**src/rtl/tcs34725_reader.sv**
```systemverilog
// TCS34725 bring-up and polling sequencer driving a transaction-level I2C
// master; streams clear/red/green/blue counts with a one-cycle strobe.
module tcs34725_reader #(
    parameter int unsigned PON_WAIT_CYC    = 120000,
    parameter int unsigned POLL_GAP_CYC    = 5000,
    parameter int unsigned ERR_BACKOFF_CYC = 500000,
    parameter logic [7:0]  ATIME_VAL       = 8'hF6,
    parameter logic [1:0]  GAIN_VAL        = 2'b01
) (
    input  logic        clk,
    input  logic        rst,
    output logic        req_valid,
    input  logic        req_ready,
    output logic        req_write,
    output logic [7:0]  req_cmd,
    output logic [7:0]  req_wdata,
    output logic [3:0]  req_len,
    input  logic        rsp_valid,
    input  logic [7:0]  rsp_data,
    input  logic        rsp_last,
    input  logic        rsp_err,
    output logic [15:0] clear,
    output logic [15:0] red,
    output logic [15:0] green,
    output logic [15:0] blue,
    output logic        data_valid,
    output logic        sensor_ready,
    output logic        nack_err
);

    localparam logic [23:0] PON_LD = 24'(PON_WAIT_CYC - 1);
    localparam logic [23:0] GAP_LD = 24'(POLL_GAP_CYC - 1);
    localparam logic [23:0] ERR_LD = 24'(ERR_BACKOFF_CYC - 1);

    typedef enum logic [3:0] {
        S_PON,
        S_PON_WAIT,
        S_WR_ATIME,
        S_WR_CTRL,
        S_WR_EN,
        S_POLL,
        S_POLL_WAIT,
        S_READ,
        S_PUBLISH,
        S_GAP,
        S_ERR
    } state_t;

    state_t state_q, state_d;
    logic [23:0] cnt_q, cnt_d;

    logic        req_valid_q;
    logic        busy_q;
    logic        req_write_q, req_write_d;
    logic [7:0]  req_cmd_q, req_cmd_d;
    logic [7:0]  req_wdata_q, req_wdata_d;
    logic [3:0]  req_len_q, req_len_d;

    logic [2:0]      idx_q;
    logic [6:0][7:0] shadow_q;
    logic [15:0]     clear_q, red_q, green_q, blue_q;
    logic            data_valid_q, sensor_ready_q, nack_err_q;

    logic launch, rsp_done, rsp_fail, beat, publish, ready_set, in_req;

    assign rsp_done = busy_q & rsp_valid & rsp_last;
    assign beat     = busy_q & rsp_valid & ~rsp_last;
    assign rsp_fail = rsp_done &
                      (rsp_err | ((state_q == S_READ) && (idx_q != 3'd7)));
    assign in_req   = state_q inside {S_PON, S_WR_ATIME, S_WR_CTRL,
                                      S_WR_EN, S_POLL, S_READ};

    always_comb begin
        state_d   = state_q;
        cnt_d     = cnt_q;
        launch    = in_req & ~req_valid_q & ~busy_q;
        publish   = 1'b0;
        ready_set = 1'b0;
        unique case (state_q)
            S_PON: begin
                if (rsp_done) begin
                    state_d = S_PON_WAIT;
                    cnt_d   = PON_LD;
                end
            end
            S_PON_WAIT: begin
                if (cnt_q == '0) begin
                    state_d = S_WR_ATIME;
                    launch  = 1'b1;
                end else begin
                    cnt_d = cnt_q - 24'd1;
                end
            end
            S_WR_ATIME: begin
                if (rsp_done) begin
                    state_d = S_WR_CTRL;
                    launch  = 1'b1;
                end
            end
            S_WR_CTRL: begin
                if (rsp_done) begin
                    state_d = S_WR_EN;
                    launch  = 1'b1;
                end
            end
            S_WR_EN: begin
                if (rsp_done) begin
                    state_d   = S_POLL;
                    launch    = 1'b1;
                    ready_set = 1'b1;
                end
            end
            S_POLL: begin
                if (rsp_done && rsp_data[0]) begin
                    state_d = S_READ;
                    launch  = 1'b1;
                end else if (rsp_done) begin
                    state_d = S_POLL_WAIT;
                    cnt_d   = GAP_LD;
                end
            end
            S_POLL_WAIT, S_GAP: begin
                if (cnt_q == '0) begin
                    state_d = S_POLL;
                    launch  = 1'b1;
                end else begin
                    cnt_d = cnt_q - 24'd1;
                end
            end
            S_READ: begin
                if (rsp_done) begin
                    state_d = S_PUBLISH;
                    publish = 1'b1;
                end
            end
            S_PUBLISH: begin
                state_d = S_GAP;
                cnt_d   = GAP_LD;
            end
            S_ERR: begin
                if (cnt_q == '0) begin
                    state_d = S_PON;
                    launch  = 1'b1;
                end else begin
                    cnt_d = cnt_q - 24'd1;
                end
            end
            default: state_d = S_PON;
        endcase
        // Any NACK (or a truncated burst) overrides the normal successor.
        if (rsp_fail) begin
            state_d   = S_ERR;
            cnt_d     = ERR_LD;
            launch    = 1'b0;
            publish   = 1'b0;
            ready_set = 1'b0;
        end
    end

    always_comb begin
        req_write_d = 1'b0;
        req_cmd_d   = 8'h00;
        req_wdata_d = 8'h00;
        req_len_d   = 4'd0;
        case (state_d)
            S_PON: begin
                req_write_d = 1'b1;
                req_cmd_d   = 8'h80;
                req_wdata_d = 8'h01;
            end
            S_WR_ATIME: begin
                req_write_d = 1'b1;
                req_cmd_d   = 8'h81;
                req_wdata_d = ATIME_VAL;
            end
            S_WR_CTRL: begin
                req_write_d = 1'b1;
                req_cmd_d   = 8'h8F;
                req_wdata_d = {6'b0, GAIN_VAL};
            end
            S_WR_EN: begin
                req_write_d = 1'b1;
                req_cmd_d   = 8'h80;
                req_wdata_d = 8'h03;
            end
            S_POLL: begin
                req_cmd_d = 8'h93;
                req_len_d = 4'd1;
            end
            S_READ: begin
                req_cmd_d = 8'hB4;
                req_len_d = 4'd8;
            end
            default: ;
        endcase
    end

    always_ff @(posedge clk or negedge rst) begin
        if (!rst) begin
            state_q <= S_PON;
            cnt_q   <= '0;
        end else begin
            state_q <= state_d;
            cnt_q   <= cnt_d;
        end
    end

    always_ff @(posedge clk or negedge rst) begin
        if (!rst) begin
            req_valid_q <= 1'b0;
            busy_q      <= 1'b0;
            req_write_q <= 1'b0;
            req_cmd_q   <= 8'h00;
            req_wdata_q <= 8'h00;
            req_len_q   <= 4'd0;
        end else begin
            if (launch) begin
                req_valid_q <= 1'b1;
                req_write_q <= req_write_d;
                req_cmd_q   <= req_cmd_d;
                req_wdata_q <= req_wdata_d;
                req_len_q   <= req_len_d;
            end else if (req_valid_q && req_ready) begin
                req_valid_q <= 1'b0;
                busy_q      <= 1'b1;
            end
            if (rsp_done) begin
                busy_q <= 1'b0;
            end
        end
    end

    always_ff @(posedge clk or negedge rst) begin
        if (!rst) begin
            idx_q    <= 3'd0;
            shadow_q <= '0;
        end else if (rsp_fail) begin
            idx_q    <= 3'd0;
            shadow_q <= '0;
        end else if (launch) begin
            idx_q <= 3'd0;
        end else if (beat && state_q == S_READ) begin
            if (idx_q != 3'd7) begin
                shadow_q[idx_q] <= rsp_data;
            end
            idx_q <= idx_q + 3'd1;
        end
    end

    // The final beat (BH) is taken straight from the bus so the channels
    // update on the same edge that sees rsp_last.
    always_ff @(posedge clk or negedge rst) begin
        if (!rst) begin
            clear_q        <= 16'h0;
            red_q          <= 16'h0;
            green_q        <= 16'h0;
            blue_q         <= 16'h0;
            data_valid_q   <= 1'b0;
            sensor_ready_q <= 1'b0;
            nack_err_q     <= 1'b0;
        end else begin
            data_valid_q <= publish;
            nack_err_q   <= rsp_fail;
            if (publish) begin
                clear_q <= {shadow_q[1], shadow_q[0]};
                red_q   <= {shadow_q[3], shadow_q[2]};
                green_q <= {shadow_q[5], shadow_q[4]};
                blue_q  <= {rsp_data, shadow_q[6]};
            end
            if (rsp_fail) begin
                sensor_ready_q <= 1'b0;
            end else if (ready_set) begin
                sensor_ready_q <= 1'b1;
            end
        end
    end

    assign req_valid    = req_valid_q;
    assign req_write    = req_write_q;
    assign req_cmd      = req_cmd_q;
    assign req_wdata    = req_wdata_q;
    assign req_len      = req_len_q;
    assign clear        = clear_q;
    assign red          = red_q;
    assign green        = green_q;
    assign blue         = blue_q;
    assign data_valid   = data_valid_q;
    assign sensor_ready = sensor_ready_q;
    assign nack_err     = nack_err_q;

endmodule

```
**config.mk**
```make
export PLATFORM = sky130hd
export DESIGN_NAME = tcs34725_reader
export DESIGN_NICKNAME = d
export VERILOG_FILES = /design/src/rtl/tcs34725_reader.sv
export SDC_FILE = /design/constraint.sdc
export NUM_CORES = 1
export LEC_CHECK = 0
export ABC_AREA = 1
export BUFFER_PORTS_ARGS = -buffer_cell sky130_fd_sc_hd__buf_4
export CAP_MARGIN = 30
export CORE_ASPECT_RATIO = 0.7
export CORE_MARGIN = 2
export CORE_UTILIZATION = 35
export DETAILED_ROUTE_END_ITERATION = 8
export GPL_TIMING_DRIVEN = 0
export PLACE_DENSITY = 0.54
export SLEW_MARGIN = 40
export SYNTH_ARGS = -nofsm -noshare
export SYNTH_HDL_FRONTEND = slang
export SYNTH_SLANG_ARGS = --single-unit
export TNS_END_PERCENT = 50
```
**constraint.sdc**
```tcl
create_clock -name clk -period 2.95 [get_ports clk]
set_input_delay 0.295 -clock clk [delete_from_list [all_inputs] [get_ports clk]]
set_output_delay 0.295 -clock clk [all_outputs]
set_load 0.1 [all_outputs]
```
# Word-level counts from Yosys, hierarchy flattened
# Index checks and enable logic that the tools add are counted.
[classes]
reduce_logical = 25
muxes = 49
n_eq_ne = 22
magnitude_cmp = 2
add_sub_neg = 2
bitwise_logic = 10
[op_table]
columns = ["operator", "n"]
rows = [
  ["56-bit 2-to-1 mux", 4],
  ["24-bit 2-to-1 mux", 5],
  ["24-bit case mux with 4 select lines", 1],
  ["56-bit bitwise mux", 1],
  ["4-bit 2-to-1 mux", 11],
  ["4-bit case mux with 10 select lines", 1],
  ["8-bit case mux with 5 select lines", 1],
  ["4-bit by 3-bit equality test with 1-bit output (second input constant)", 7],
  ["8-bit demux with 3-bit select", 1],
  ["24-bit logical NOT", 1],
  ["8-bit case mux with 3 select lines", 1],
  ["24-bit by 1-bit subtractor with 24-bit output (second input constant)", 1],
  ["1-bit 2-to-1 mux", 17],
  ["4-bit by 2-bit equality test with 1-bit output (second input constant)", 4],
  ["3-bit != test (second input constant)", 5],
  ["4-bit equality test (second input constant)", 3],
  ["2-bit nonzero test", 5],
  ["3-bit 2-to-1 mux", 3],
  ["4-bit logical NOT", 2],
  ["8-bit 2-to-1 mux", 1],
  ["4-bit case mux with 2 select lines", 1],
  ["4-bit OR reduction", 2],
  ["1-bit AND", 6],
  ["6-bit nonzero test", 1],
  ["16 further kinds", 25],
]
[totals]
out_inout_bits = 89
ff_bits = 177
wordCells = 133
in_bits = 14

# Logic depth before layout (Yosys ltp)
[depth]
depth_word = 9
ltp_mapped = 15
ltp_nobuf = 14

# Least setup slack after synthesis
# Ideal clock, no wire load.
[synth_timing]
kind = "reg-to-reg"
start = "reg idx_q[0]"
end = "reg cnt_q[8]"
n_path_buf = 2
t_arrival_ps = 1765
required_time_ps = 2829
path_slack_ps = 1064
period_less_slack_ps = 1886
path_stages_with_launch = 14
setup_ps = 121
path_cell_list = "dfrtp_1 > ha_1 > ha_1 > inv_1 > nand2_1 > nand2_1 > nand2_1 > buf_4 > inv_2 > buf_4 > nor2_1 > o21ai_0 > nand2_1 > o21ai_1"
[synth_between]
elab_chain_cells = 6
word_cells_on_any_way = 11
classes_between = "eq/ne: 5; mux: 1; bitwise: 2; reduce/logical: 3"
[synth_rtl]
columns = ["element", "line_no", "text"]
rows = [
  ["from (decl)", "59", "logic [2:0] idx_q;"],
  ["from (signal assigned)", "246", "idx_q <= idx_q + 3'd1;"],
  ["3-bit != test (*)", "69", "(rsp_err | ((state_q == S_READ) && (idx_q != 3'd7)));"],
  ["1-bit logical AND (*)", "69", ""],
  ["1-bit bitwise OR (*)", "69", ""],
  ["1-bit AND (*)", "68", "assign rsp_fail = rsp_done &"],
  ["via rsp_fail", "64", "logic launch, rsp_done, rsp_fail, beat, publish, ready_set, in_req;"],
  ["3-bit != test (no source line) or 5-bit nonzero test (tied branches)", "-", ""],
  ["5-bit AND reduction (no source line)", "-", ""],
  ["to (signal assigned)", "204", "cnt_q <= cnt_d;"],
  ["to (decl)", "50", "logic [23:0] cnt_q, cnt_d;"],
]
# The timed path passes the listed nets; every way through them passes the cells marked *.
# A chain may end at the register's enable or synchronous reset.

# Worst setup path after layout
[layout_timing]
start = "reg idx_q[0]"
end = "reg shadow_q[23] in the netlist's numbering"
[layout_between]
elab_chain_cells = 9
word_cells_on_any_way = 19
classes_between = "order compare: 2; eq/ne: 2; mux: 8; bitwise: 2; reduce/logical: 5"
[layout_rtl]
columns = ["element", "line_no", "text"]
rows = [
  ["3-bit by 4-bit < comparator with 1-bit output (not written as such) or 3-bit by 1-bit greater-or-equal comparator with 1-bit output (tied branches)", "244", "shadow_q[idx_q] <= rsp_data;"],
  ["1-bit logical AND (not written as such)", "244", ""],
  ["8-bit 2-to-1 mux (not written as such)", "244", ""],
  ["8-bit demux with 3-bit select", "244", ""],
  ["56-bit bitwise mux", "244", ""],
  ["56-bit 2-to-1 mux", "243", "if (idx_q != 3'd7) begin"],
  ["56-bit 2-to-1 mux", "242", "end else if (beat && state_q == S_READ) begin"],
  ["56-bit 2-to-1 mux", "240", "end else if (launch) begin"],
  ["56-bit 2-to-1 mux", "237", "end else if (rsp_fail) begin"],
  ["to (signal, indexed assignment)", "244", ""],
  ["to (decl)", "60", "logic [6:0][7:0] shadow_q;"],
]
# Several ways; a longest one is shown, not always the timed one. The select of a mux whose other input is x is not followed.

==> results.py <==
metrics = {
    "outcome": {
        "status": "completed",
    },
    "routing": {
        "viasPerCell": 4.78,
        "drt_wl_total_um": 20400,
        "firstDrtPassIters": 4,
        "vias": 6113,
        "postRouteAntennaNets": 0,
        "drc": 0,
        "route.detailed.wl_per_inst_um": 15.9,
        "drtIter0Drc": 458,
    },
    "final_layout": {
        "seq_area_um2": 4230,
        "final_common_cell": "nand2_1",
        "final_nets": 1002,
        "final_cells": 1279,
        "final_util_pct": 43.5,
        "area_delta_synth_final_pct": 23.1,
        "drive_gt1_share_pct": 21.4,
        "multi_input_area_um2": 2710,
        "fill_cells": 2177,
        "layout_common_cells": "224 x nand2_1, 169 x dfrtp_1, 115 x buf_4, 100 x inv_1, 63 x o21ai_0",
        "num_antenna_cells": 0,
        "final_area_um2": 9350,
    },
    "yosys": {
        "ys_ff_latch": 169,
        "synth_area_um2": 7600,
        "yosysWarnings": 0,
        "ys.flop_type": "dfrtp_1",
        "synthesis.instances": 862,
        "ys_types": 38,
        "synth-seq-area-share_pct": 55.7,
        "syn_area_per_cell_um2": 8.81,
        "synth_top_area_share_pct": 55.7,
        "async_flop_share_pct": 100,
        "synth_edf_count": 0,
        "synth.area.top_cells": "dfrtp_1 56%, nand2_1 11%, inv_1 4.9%",
        "synth_top_area_cell": "dfrtp_1",
    },
    "clocking": {
        "post-cts-setup-buffers": 0,
        "ctsRootBufferMaster": "clkbuf_16",
        "clk_latency_ns": 0.43,
        "clkTransAtPathRegs_ns": 0.08,
        "numCtsBuffers": 17,
        "htree_num_levels": 4,
        "hold_buffers": 1,
        "clockBufferDepth": 2,
        "cts_tree": "built",
        "cts.sinks": 169,
        "cts_resized": 0,
    },
    "pwr": {
        "powerDensity_nw_per_um2": 862,
        "power_mw": 8.06,
        "irDropWorstVdd_v": 0.000558,
        "leakagePower_nw": 4.61,
    },
    "floorplan": {
        "ios": 103,
        "design.core.area_um2": 21500,
        "dieArea_um2": 22900,
        "die_w_um": 180,
        "rows": 45,
        "initial_core_util_pct": 35.3,
        "die_y_um": 127,
    },
    "grt": {
        "grt_pass1_wl_um": 33000,
        "antenna_found_initial": 0,
        "grt_max_degree": 73,
        "grt_usage_pct": 18.5,
        "grt_pass1_vias": 5850,
        "grt.overflow.total": 0,
    },
    "placed_design": {
        "place_ws_ns": 0.490,
        "io_buffers": 98,
        "place_hpwl_um": 14500,
        "globalplace.congestion": 0.836,
        "place_area_um2": 8760,
        "dpl.cell_count": 1247,
    },
    "sta": {
        "layout_worst_path_cycle_share_pct": 83.9,
        "hold_violations": 0,
        "finalWorstSetupSlack_ns": 0.476,
        "max_freq_mhz": 404,
        "setup_viol": 0,
        "worst_pin_slew_ns": 0.539,
        "holdWs_ns": 0.0262,
        "grt_setup_unrepaired": "no",
        "finalCriticalPeriod_ns": 2.47,
        "final-max-slew-violation-count": 0,
        "finalSetupTns_ns": 0,
        "slew_headroom_pct": 64.0,
        "skew_ns": 0.0105,
    },
    "setup_path": {
        "cp.required_ns": 3.29,
        "cp-end-kind": "flop",
        "rr_startpoint": "idx_q[0]",
        "worstPathArrival_ns": 2.82,
        "reg2regPathDepth": 10,
        "criticalPathCategory": "flop to flop",
        "worstSetupStartpoint": "idx_q[0]",
        "r2r_end": "shadow_q[23]",
        "crit_fanout": 10,
        "r2r_slack_ns": 0.48,
        "start_kind": "flop",
    },
    "run": {
        "maxCapViolations": 0,
    },
    "min_path": {
        "worstHoldStart": "req_ready",
        "whs_path_depth": 2,
        "hp-class": "primary input to flop",
        "min_to": "req_valid",
    },
}
[sequential cells by signal (all words and copies together) (netlist names), 2 cells and up]
name	count
cnt_q	24
idx_q	3
req_cmd	7
req_wdata	3
red	16
blue	16
green	16
req_len	2
clear	16
shadow_q	56
state_q	4
[power by group]
group / total (mW) / switching (mW) / internal [mW]
Clock: 2.21 / 1.08 / 1.13
Sequential: 2.86 / 0.219 / 2.64
Combinational: 3.00 / 2.17 / 0.828
[cells by family (layout without fill, tap and decap cells)]
| family | after synthesis | after routing | synth area share, % |
|---|---|---|---|
| AOI/OAI and AO/OA | 170 | 170 | 12.5 |
| xor gates and xnor gates | 13 | 13 | 1.50 |
| adders and majority gates | 3 | 3 | 0.494 |
| buffers and inverters | 149 | 281 | 8.78 |
| DFF | 169 | 169 | 55.7 |
| other | 1 | 4 | 0.0494 |
| and+or+nand+nor | 357 | 357 | 21.0 |
[synthesized netlist by cell type, types with 2 or more instances]
| library cell | n |
|---|---|
| a21oi_1 | 14 |
| a21oi_2 | 2 |
| buf_2 | 8 |
| buf_4 | 18 |
| buf_6 | 4 |
| clkbuf_1 | 4 |
| dfrtp_1 | 169 |
| ha_1 | 3 |
| inv_1 | 100 |
| inv_2 | 14 |
| nand2_1 | 224 |
| nand2_2 | 4 |
| nand2_4 | 6 |
| nand3_1 | 26 |
| nand3_2 | 9 |
| nand4_1 | 8 |
| nor2_1 | 50 |
| nor2_2 | 9 |
| nor2_4 | 2 |
| nor3_1 | 14 |
| o21ai_0 | 63 |
| o21ai_1 | 32 |
| o21bai_1 | 2 |
| o22ai_1 | 52 |
| xor2_1 | 12 |
[routing by layer]
| metal | vias up | wire, um | GRT usage (%) |
|---|---|---|---|
| met1 | 2939 | 11100 | 29.7 |
| li1 | 3037 | - | - |
| met2 | 124 | 8220 | 25.4 |
| met3 | 13 | 890 | 3.53 |
| met4 | 0 | 172 | 4.13 |
| met5 | - | 0 | 0 |
[worst max-delay path, stage by stage (launching register included)]
cell,delay (ns)
dfrtp_1,0.46
ha_1,0.20
ha_1,0.21
inv_1,0.08
nand2_1,0.08
nand2_1,0.07
nand2_1,0.07
buf_4,0.22
buf_6,0.19
nand4_1,0.45
o22ai_1,0.34
[final cells by class]
| class | instances | area share (%) |
|---|---|---|
| Multi-Input combinational cell | 547 | 29.0 |
| Clock buffer | 17 | 4.55 |
| Timing Repair Buffer | 101 | 8.64 |
| Inverter | 115 | 4.62 |
| Buffer | 34 | 2.52 |
| Sequential cell | 169 | 45.2 |
| Clock inverter | 14 | 1.69 |
| Tap cell | 282 | 3.77 |
[worst max-delay path by stage]
stage,to,slack [ns],depth (start not counted)
CTS,shadow_q[23],0.48,10
global placement,req_wdata[0],0.51,1
finish,shadow_q[23],0.48,10
global route,shadow_q[7],0.29,10
floorplan,cnt_q[8],1.06,13
detailed placement,shadow_q[23],0.49,10
(Power assumes the default switching activity.)
